## src/rtl/mmio_timer.sv

```systemverilog
// mmio_timer: memory-mapped 16-bit down-counter with prescaler, auto-reload and level irq.
// Optional MMIO_TIMER_SNAPSHOT_EN: a CNT_LO read latches count[15:8] so CNT_HI reads are tear-free.
module mmio_timer #(
  parameter logic [15:0] BASE     = 16'hD000,
  parameter int unsigned PRESCALE = 1
) (
  input  logic        clk,
  input  logic        rst,
  input  logic        RW,
  input  logic [15:0] AD,
  input  logic [7:0]  D_in,
  output logic [7:0]  D_out,
  output logic        hit,
  output logic        irq
);
  localparam int unsigned   PW      = (PRESCALE > 1) ? $clog2(PRESCALE) : 1;
  localparam logic [PW-1:0] PS_LAST = PW'(PRESCALE - 1);

  logic [15:0]   count;
  logic [15:0]   reload;
  logic [2:0]    ctrl;
  logic          flag;
  logic [PW-1:0] psc;
  logic          sel;
  logic          wr_en;
  logic          rd_en;
  logic          tick;
  logic          expire;
  logic [7:0]    cnt_hi_rd;
  logic [7:0]    rd_data;

  assign sel    = (AD[15:2] == BASE[15:2]);
  assign wr_en  = sel & ~RW;
  assign rd_en  = sel & RW;
  assign tick   = ctrl[0] && (psc == PS_LAST);
  assign expire = tick && (count == 16'd0);

`ifdef MMIO_TIMER_SNAPSHOT_EN
  logic [7:0] snap_hi;

  always_ff @(posedge clk or posedge rst) begin
    if (rst)
      snap_hi <= '0;
    else if (rd_en && AD[1:0] == 2'd0)
      snap_hi <= count[15:8];
  end

  assign cnt_hi_rd = snap_hi;
`else
  assign cnt_hi_rd = count[15:8];
`endif

  always_comb begin
    rd_data = 8'h00;
    case (AD[1:0])
      2'd0:    rd_data = count[7:0];
      2'd1:    rd_data = cnt_hi_rd;
      2'd2:    rd_data = {5'b0, ctrl};
      default: rd_data = {7'b0, flag};
    endcase
  end

  always_ff @(posedge clk or posedge rst) begin
    if (rst) begin
      count  <= '0;
      reload <= '0;
      ctrl   <= '0;
      flag   <= 1'b0;
      psc    <= '0;
      D_out  <= '0;
      hit    <= 1'b0;
      irq    <= 1'b0;
    end else begin
      if (!ctrl[0] || tick)
        psc <= '0;
      else
        psc <= psc + 1'b1;

      if (tick) begin
        if (count != 16'd0)
          count <= count - 1'b1;
        else if (ctrl[1])
          count <= reload;
        else
          ctrl[0] <= 1'b0;
      end

      // Expiry is assigned after the STATUS clear so a same-edge set wins.
      if (wr_en && AD[1:0] == 2'd3 && D_in[0])
        flag <= 1'b0;
      if (expire)
        flag <= 1'b1;

      // Bus writes come last so they override tick-driven count/psc/EN updates.
      if (wr_en) begin
        case (AD[1:0])
          2'd0: reload[7:0] <= D_in;
          2'd1: begin
            reload[15:8] <= D_in;
            count        <= {D_in, reload[7:0]};
            psc          <= '0;
          end
          2'd2:    ctrl <= D_in[2:0];
          default: ;
        endcase
      end

      irq <= flag & ctrl[2];
      hit <= rd_en;
      if (rd_en)
        D_out <= rd_data;
    end
  end
endmodule

```

## config.mk

```make
export PLATFORM = sky130hd
export DESIGN_NAME = mmio_timer
export DESIGN_NICKNAME = d
export VERILOG_FILES = /design/src/rtl/mmio_timer.sv
export SDC_FILE = /design/constraint.sdc
export NUM_CORES = 1
export LEC_CHECK = 0
export BUFFER_PORTS_ARGS = -buffer_cell sky130_fd_sc_hd__buf_2
export CAP_MARGIN = 20
export CORE_MARGIN = 1
export CORE_UTILIZATION = 39
export CTS_BUF_LIST = sky130_fd_sc_hd__clkbuf_8
export DETAILED_ROUTE_END_ITERATION = 12
export HOLD_SLACK_MARGIN = 0.06
export PLACE_DENSITY_LB_ADDON = 0.15
export RECOVER_POWER = 25
export SYNTH_ARGS = -nofsm -noshare
export SYNTH_HDL_FRONTEND = slang
export SYNTH_SLANG_ARGS = --single-unit
```

## constraint.sdc

```tcl
create_clock -name clk -period 4.55 [get_ports clk]
set_input_delay 0.2275 -clock clk [delete_from_list [all_inputs] [get_ports clk]]
set_output_delay 0.2275 -clock clk [all_outputs]
set_load 0.005 [all_outputs]
```

==> results.py, run 1 <==
metrics = {
    "clock_network": {
        "cts_tree": "built",
        "insertion_delay_ns": 0.30,
        "cts_root_buffer": "clkbuf_8",
        "post_cts_buffers": 0,
        "htreeDepth": 2,
        "ctsResizeCount": 0,
        "clkTransAtPathRegs_ns": 0.09,
        "cts_sinks": 47,
        "cts_buffer_depth": 2,
        "postCtsHoldBufs": 0,
        "cts_buffers": 5,
    },
    "setup_path": {
        "cp.arrival_ns": 3.12,
        "cp.required_ns": 4.74,
        "r2r_start": "count[0]",
        "critPathMaxStageDelay_ns": 0.77,
        "start_kind": "flop",
        "r2r_cells": 7,
        "cp_max_fo": 13,
        "end_kind": "flop",
        "r2r-end": "count[7]",
        "slowest_stage": "nor4b_1",
        "crit_path_cell_trace": "inv_1 -> ha_1 -> nor4b_1 -> and4_1 -> mux2_2 -> a22oi_1 -> a21oi_1",
        "worstSetupPathType": "flop to flop",
        "reg2reg_slack_ns": 1.62,
    },
    "finish": {
        "area_growth_pct": 14.05,
        "final_common_cell": "dfrtp_1",
        "seq_area_um2": 1176,
        "layout_common_cells": "dfrtp_1 (47), nand2_1 (42), buf_2 (36), o21ai_0 (23), nor2_1 (20)",
        "nFillCells": 633,
        "final_layout_size_suffix_gt1_frac": 0.2167,
        "diodes": 0,
        "nets": 351,
        "multi_input_area_um2": 1374,
    },
    "synthesis": {
        "yosysSeqAreaShare": 0.4461,
        "ys.warnings.count": 0,
        "synthArstFlopShare": 1.000,
        "synthCells": 290,
        "ys_seq_elements": 47,
        "post_synth_num_cell_types": 47,
        "netlist_area_um2": 2636,
        "synthesis.nets": 319,
        "syn_avg_cell_area_um2": 9.091,
        "ys.flop_type": "dfrtp_1",
        "synth_edf_count": 0,
    },
    "pwr": {
        "p_leak_nw": 1.394,
        "peakVddDrop_uv": 146.1,
        "total_power_mw": 0.9269,
        "power_density_nw_per_um2": 308.3,
    },
    "floorplanning": {
        "initial_core_util": 0.4105,
        "fp-row-count": 29,
        "chipWidth_um": 84.22,
        "core_um2": 6422,
        "ios": 37,
        "dieArea_um2": 7092,
        "die_h_um": 84.22,
    },
    "route": {
        "wl_met3_um": 427,
        "drc": 8,
        "routed_wl_mm": 7.017,
        "top_layer": "met4",
        "via_per_inst": 5.703,
        "wl_per_cell_um": 17.54,
        "dr.first_iter.drc_count": 224,
        "via_count": 2281,
        "ant_nets": 0,
        "met2WireLength_mm": 3.275,
        "first_pass_iters": 8,
        "met1Wirelength_mm": 3.246,
    },
    "timing": {
        "fmax_ghz": 0.3412,
        "finalCriticalPeriod_ns": 2.931,
        "worstMarginPinSlew_ns": 1.997,
        "slew_headroom": -0.3317,
        "skew_ns": 0.007456,
        "rsz0062_at_grt": "false",
        "finalSetupViolations": 0,
        "tns_ns": 0,
        "drv_slew": 39,
        "period_share": 0.6442,
        "hold_viol": 0,
    },
    "placement": {
        "dp_hpwl_mm": 4.955,
        "portBuffers": 36,
        "gp_congestion": 0.8949,
    },
    "global_routing": {
        "grt_pass1_wl_mm": 11.83,
        "antenna_found_initial": 0,
        "grt_overflow": 0,
        "grt_max_degree": 48,
        "grtUsageTotal": 0.2176,
        "grt_pass1_vias": 2212,
    },
    "run_status": {
        "violations": "DRC, capacitance limit, slew limit",
        "outcome": "finished, violations left",
    },
    "min_path": {
        "worstHoldEndpoint": "reload[13]",
        "hp-class": "input pin to flop",
        "min_from": "D_in[5]",
        "min_path_cells": 3,
    },
    "job": {
        "drv_cap": 1,
    },
}
worst max path at each step:
stage | startpoint | endpoint | slack (ns) | cells after the start
after floorplan | count[0] | count[6] | 2.35 | 8
after global placement | count[0] | count[7] | 1.85 | 7
after detailed placement | count[0] | count[7] | 1.75 | 7
after CTS | count[0] | count[3] | 1.72 | 7
after global routing | rst | D_out[3] | 1.27 | 4
final | count[0] | count[7] | 1.62 | 7
flip-flops by register name, indices dropped and copies added, names as in the netlist:
register  count
D_out         8
count        16
ctrl          3
flag          1
hit           1
irq           1
psc           1
reload       16
layout make-up:
cell class / instances / area share
clock buffer: 6 / 0.02747
inverter: 6 / 0.007491
multi-input combinational: 221 / 0.4569
sequential: 47 / 0.3912
tap: 77 / 0.03204
clock inverter: 2 / 0.01165
timing repair buffer: 41 / 0.07324
cells by family after synthesis:
| family | Yosys count | share of synthesized area |
|---|---|---|
| DFF | 47 | 0.4461 |
| AOI/OAI and AO/OA | 57 | 0.1296 |
| other | 1 | 0.001422 |
| adders and majority gates | 2 | 0.009491 |
| muxes | 27 | 0.1134 |
| buffers and inverters | 22 | 0.03275 |
| and+or+nand+nor | 134 | 0.2672 |
synth_stat cells (5+ instances only):
| cell | n | share of area |
|---|---|---|
| nor2_1 | 20 | 0.028 |
| nand3_1 | 6 | 0.011 |
| inv_1 | 6 | 0.0085 |
| mux2i_1 | 13 | 0.049 |
| nor3_1 | 12 | 0.023 |
| o21ai_0 | 23 | 0.044 |
| clkbuf_1 | 13 | 0.019 |
| dfrtp_1 | 47 | 0.45 |
| nand4_1 | 5 | 0.012 |
| o31ai_1 | 6 | 0.017 |
| nand2_1 | 42 | 0.060 |
| a21oi_1 | 15 | 0.028 |
| mux2_2 | 13 | 0.056 |
| or3_1 | 7 | 0.017 |
| nor4_1 | 10 | 0.024 |
power by group:
group	internal [mW]	total, mW	leakage, nW	switching, mW
Clock	0.178	0.321	0.0612	0.143
Sequential	0.442	0.485	0.585	0.0429
Combinational	0.0543	0.121	0.747	0.0670
Total	0.674	0.927	1.39	0.253
worst max-delay path, delay by kind of cell, from the launching register on:
kind / cells / cell delay, ns
AOI/OAI and AO/OA: 2 / 0.28
buffers and inverters: 1 / 0.13
adders and majority gates: 1 / 0.16
muxes: 1 / 0.39
and+or+nand+nor: 2 / 1.44
DFF: 1 / 0.41
stage by stage:
step	cell area [µm²]	utilization	hold slack, ns	setup slack (ns)	std cells
floorplan	2636	-	0.3329	2.350	290
global placement	2864	0.4459	0.4545	1.852	389
detailed placement	2864	0.4459	0.4610	1.750	389
CTS	2982	0.4643	0.1451	1.721	397
global route	3007	0.4681	0.1550	1.270	400
finish	3007	0.4681	0.1511	1.619	400
metal layers:
| metal | GRT usage | vias up |
|---|---|---|
| li1 | - | 1129 |
| met1 | 0.3161 | 1085 |
| met2 | 0.3346 | 62 |
| met3 | 0.03441 | 5 |
| met4 | 0.06740 | 0 |
| met5 | 0 | - |
(Power assumes the default switching activity.)
==> inputs of run 2 (changes only) <==
clock period = 2.67 ns   (was 4.55 ns; I/O delays follow)
==> results.py, run 2 (same netlist as run 1, synthesis figures left out) <==
metrics = {
    "pwr": {
        "total_power_mw": 1.675,
        "switching_power_mw": 0.4492,
        "peakVddDrop_uv": 305.8,
        "power_density_nw_per_um2": 539.0,
        "p_leak_nw": 1.457,
        "pwr-share-comb": 0.138,
        "seq_power_share": 0.489,
        "p_sw_frac": 0.2682,
        "clockPowerShare": 0.373,
        "p_int_mw": 1.226,
    },
    "timing": {
        "skew_ns": 0.01537,
        "fmax_ghz": 0.4234,
        "rsz0062_at_grt": "false",
        "finalCriticalPeriod_ns": 2.362,
        "tns_ns": 0,
        "slew_headroom": 0.4293,
        "finalSetupViolations": 0,
        "hold_viol": 0,
        "period_share": 0.8846,
        "worstMarginPinSlew_ns": 0.8551,
        "drv_slew": 0,
    },
    "global_routing": {
        "grtUsageTotal": 0.2312,
        "grt_max_degree": 48,
        "grt_overflow": 0,
        "antenna_found_initial": 0,
        "grt_pass1_vias": 2354,
        "grt_pass1_wl_mm": 12.50,
    },
    "floorplanning": {
        "fp-row-count": 29,
        "initial_core_util": 0.4105,
        "dieArea_um2": 7092,
        "ios": 37,
        "core_um2": 6422,
        "chipWidth_um": 84.22,
        "die_h_um": 84.22,
    },
    "route": {
        "dr.first_iter.drc_count": 157,
        "first_pass_iters": 8,
        "via_count": 2355,
        "via_per_inst": 5.744,
        "wl_per_cell_um": 18.60,
        "ant_nets": 0,
        "routed_wl_mm": 7.625,
        "drc": 8,
    },
    "clock_network": {
        "htreeDepth": 2,
        "cts_buffer_depth": 2,
        "cts_tree": "built",
        "cts_sinks": 47,
        "cts_buffers": 5,
        "insertion_delay_ns": 0.31,
        "post_cts_buffers": 0,
        "ctsResizeCount": 0,
        "clkTransAtPathRegs_ns": 0.09,
        "cts_root_buffer": "clkbuf_8",
    },
    "setup_path": {
        "cp.arrival_ns": 2.53,
        "worstSetupPathType": "flop to flop",
        "cp_max_fo": 6,
        "reg2reg_slack_ns": 0.31,
        "end_kind": "flop",
        "start_kind": "flop",
        "cp.required_ns": 2.84,
    },
    "run_status": {
        "violations": "DRC",
        "outcome": "finished, violations left",
    },
    "min_path": {
        "hp-class": "input pin to flop",
    },
    "finish": {
        "finalCoreUtilization": 0.4839,
        "final_common_cell": "dfrtp_1",
        "nets": 361,
        "area_growth_pct": 17.89,
        "layout_common_cells": "dfrtp_1 (47), nand2_1 (42), buf_2 (35), o21ai_0 (23), nor2_1 (20)",
        "diodes": 0,
        "final_layout_size_suffix_gt1_frac": 0.2372,
        "reg_top3": "count x16, reload x16, D_out x8",
    },
    "placement": {
        "gp_congestion": 0.9340,
        "portBuffers": 36,
        "dp_hpwl_mm": 5.429,
    },
    "job": {
        "drv_cap": 0,
    },
}
-- run 2: power by group through the flow --
stage / sequential [mW] / clock [mW] / combinational [mW]
global route: 0.831 / 0.669 / 0.257
detailed placement: 0.832 / 0 / 0.224
floorplan: 0.808 / 0 / 0.156
CTS: 0.818 / 0.635 / 0.227
global placement: 0.831 / 0 / 0.224
finish: 0.820 / 0.624 / 0.231
-- run 2: through the flow --
stage | hold slack, ns | instances | worst slack (ns) | cell area (µm²)
finish | 0.06447 | 410 | 0.3082 | 3108
global route | 0.06472 | 410 | 0.1258 | 3108
CTS | 0.06295 | 408 | 0.2985 | 3079
detailed placement | 0.3803 | 400 | 0.3604 | 2947
global placement | 0.3756 | 400 | 0.3637 | 2947
floorplan | 0.2389 | 290 | 0.4703 | 2636
-- run 2: final timing paths --
| check | start | endpoint | depth (start not counted) |
|---|---|---|---|
| worst max-delay path | count[0] | count[12] | 8 |
| worst min-delay path | D_in[7] | reload[15] | 3 |
| worst max register to register | count[0] | count[12] | 8 |
| worst min register to register | D_out[5] | D_out[5] | 2 |
| max in group asynchronous | rst | reload[13] | 4 |
| min in group asynchronous | rst | ctrl[2] | 3 |
-- run 2: layer usage --
| layer | up-vias | wire length, µm | global-route usage | share of wire |
|---|---|---|---|---|
| li1 | 1142 | - | - | - |
| met1 | 1146 | 3561 | 0.3138 | 0.47 |
| met2 | 59 | 3708 | 0.3852 | 0.49 |
| met3 | 8 | 272 | 0.04031 | 0.036 |
| met4 | 0 | 83 | 0.05799 | 0.011 |
| met5 | - | 0 | 0 | 0 |
-- run 2: layout make-up --
cell class / count / area [µm²]
clock buffer: 5 / 68.82
clock inverter: 3 / 63.81
fill: 653 / 3314
inverter: 6 / 22.52
multi-input combinational: 221 / 1374
sequential: 47 / 1176
tap: 77 / 96.34
timing repair buffer: 51 / 306.5
-- run 2: critical path: stages, from the launching register on --
cell and delay, ns:
dfrtp_1 0.41, inv_1 0.13, ha_1 0.16, nor4b_1 0.30
buf_4 0.21, and4_1 0.35, nand2_1 0.15, o311ai_0 0.39
o21ai_0 0.12
-- run 2: timing repair --
item	CTS	global route
endpoints found under the setup margin	0	0
hold endpoints to repair	0	20
hold buffers	0	1
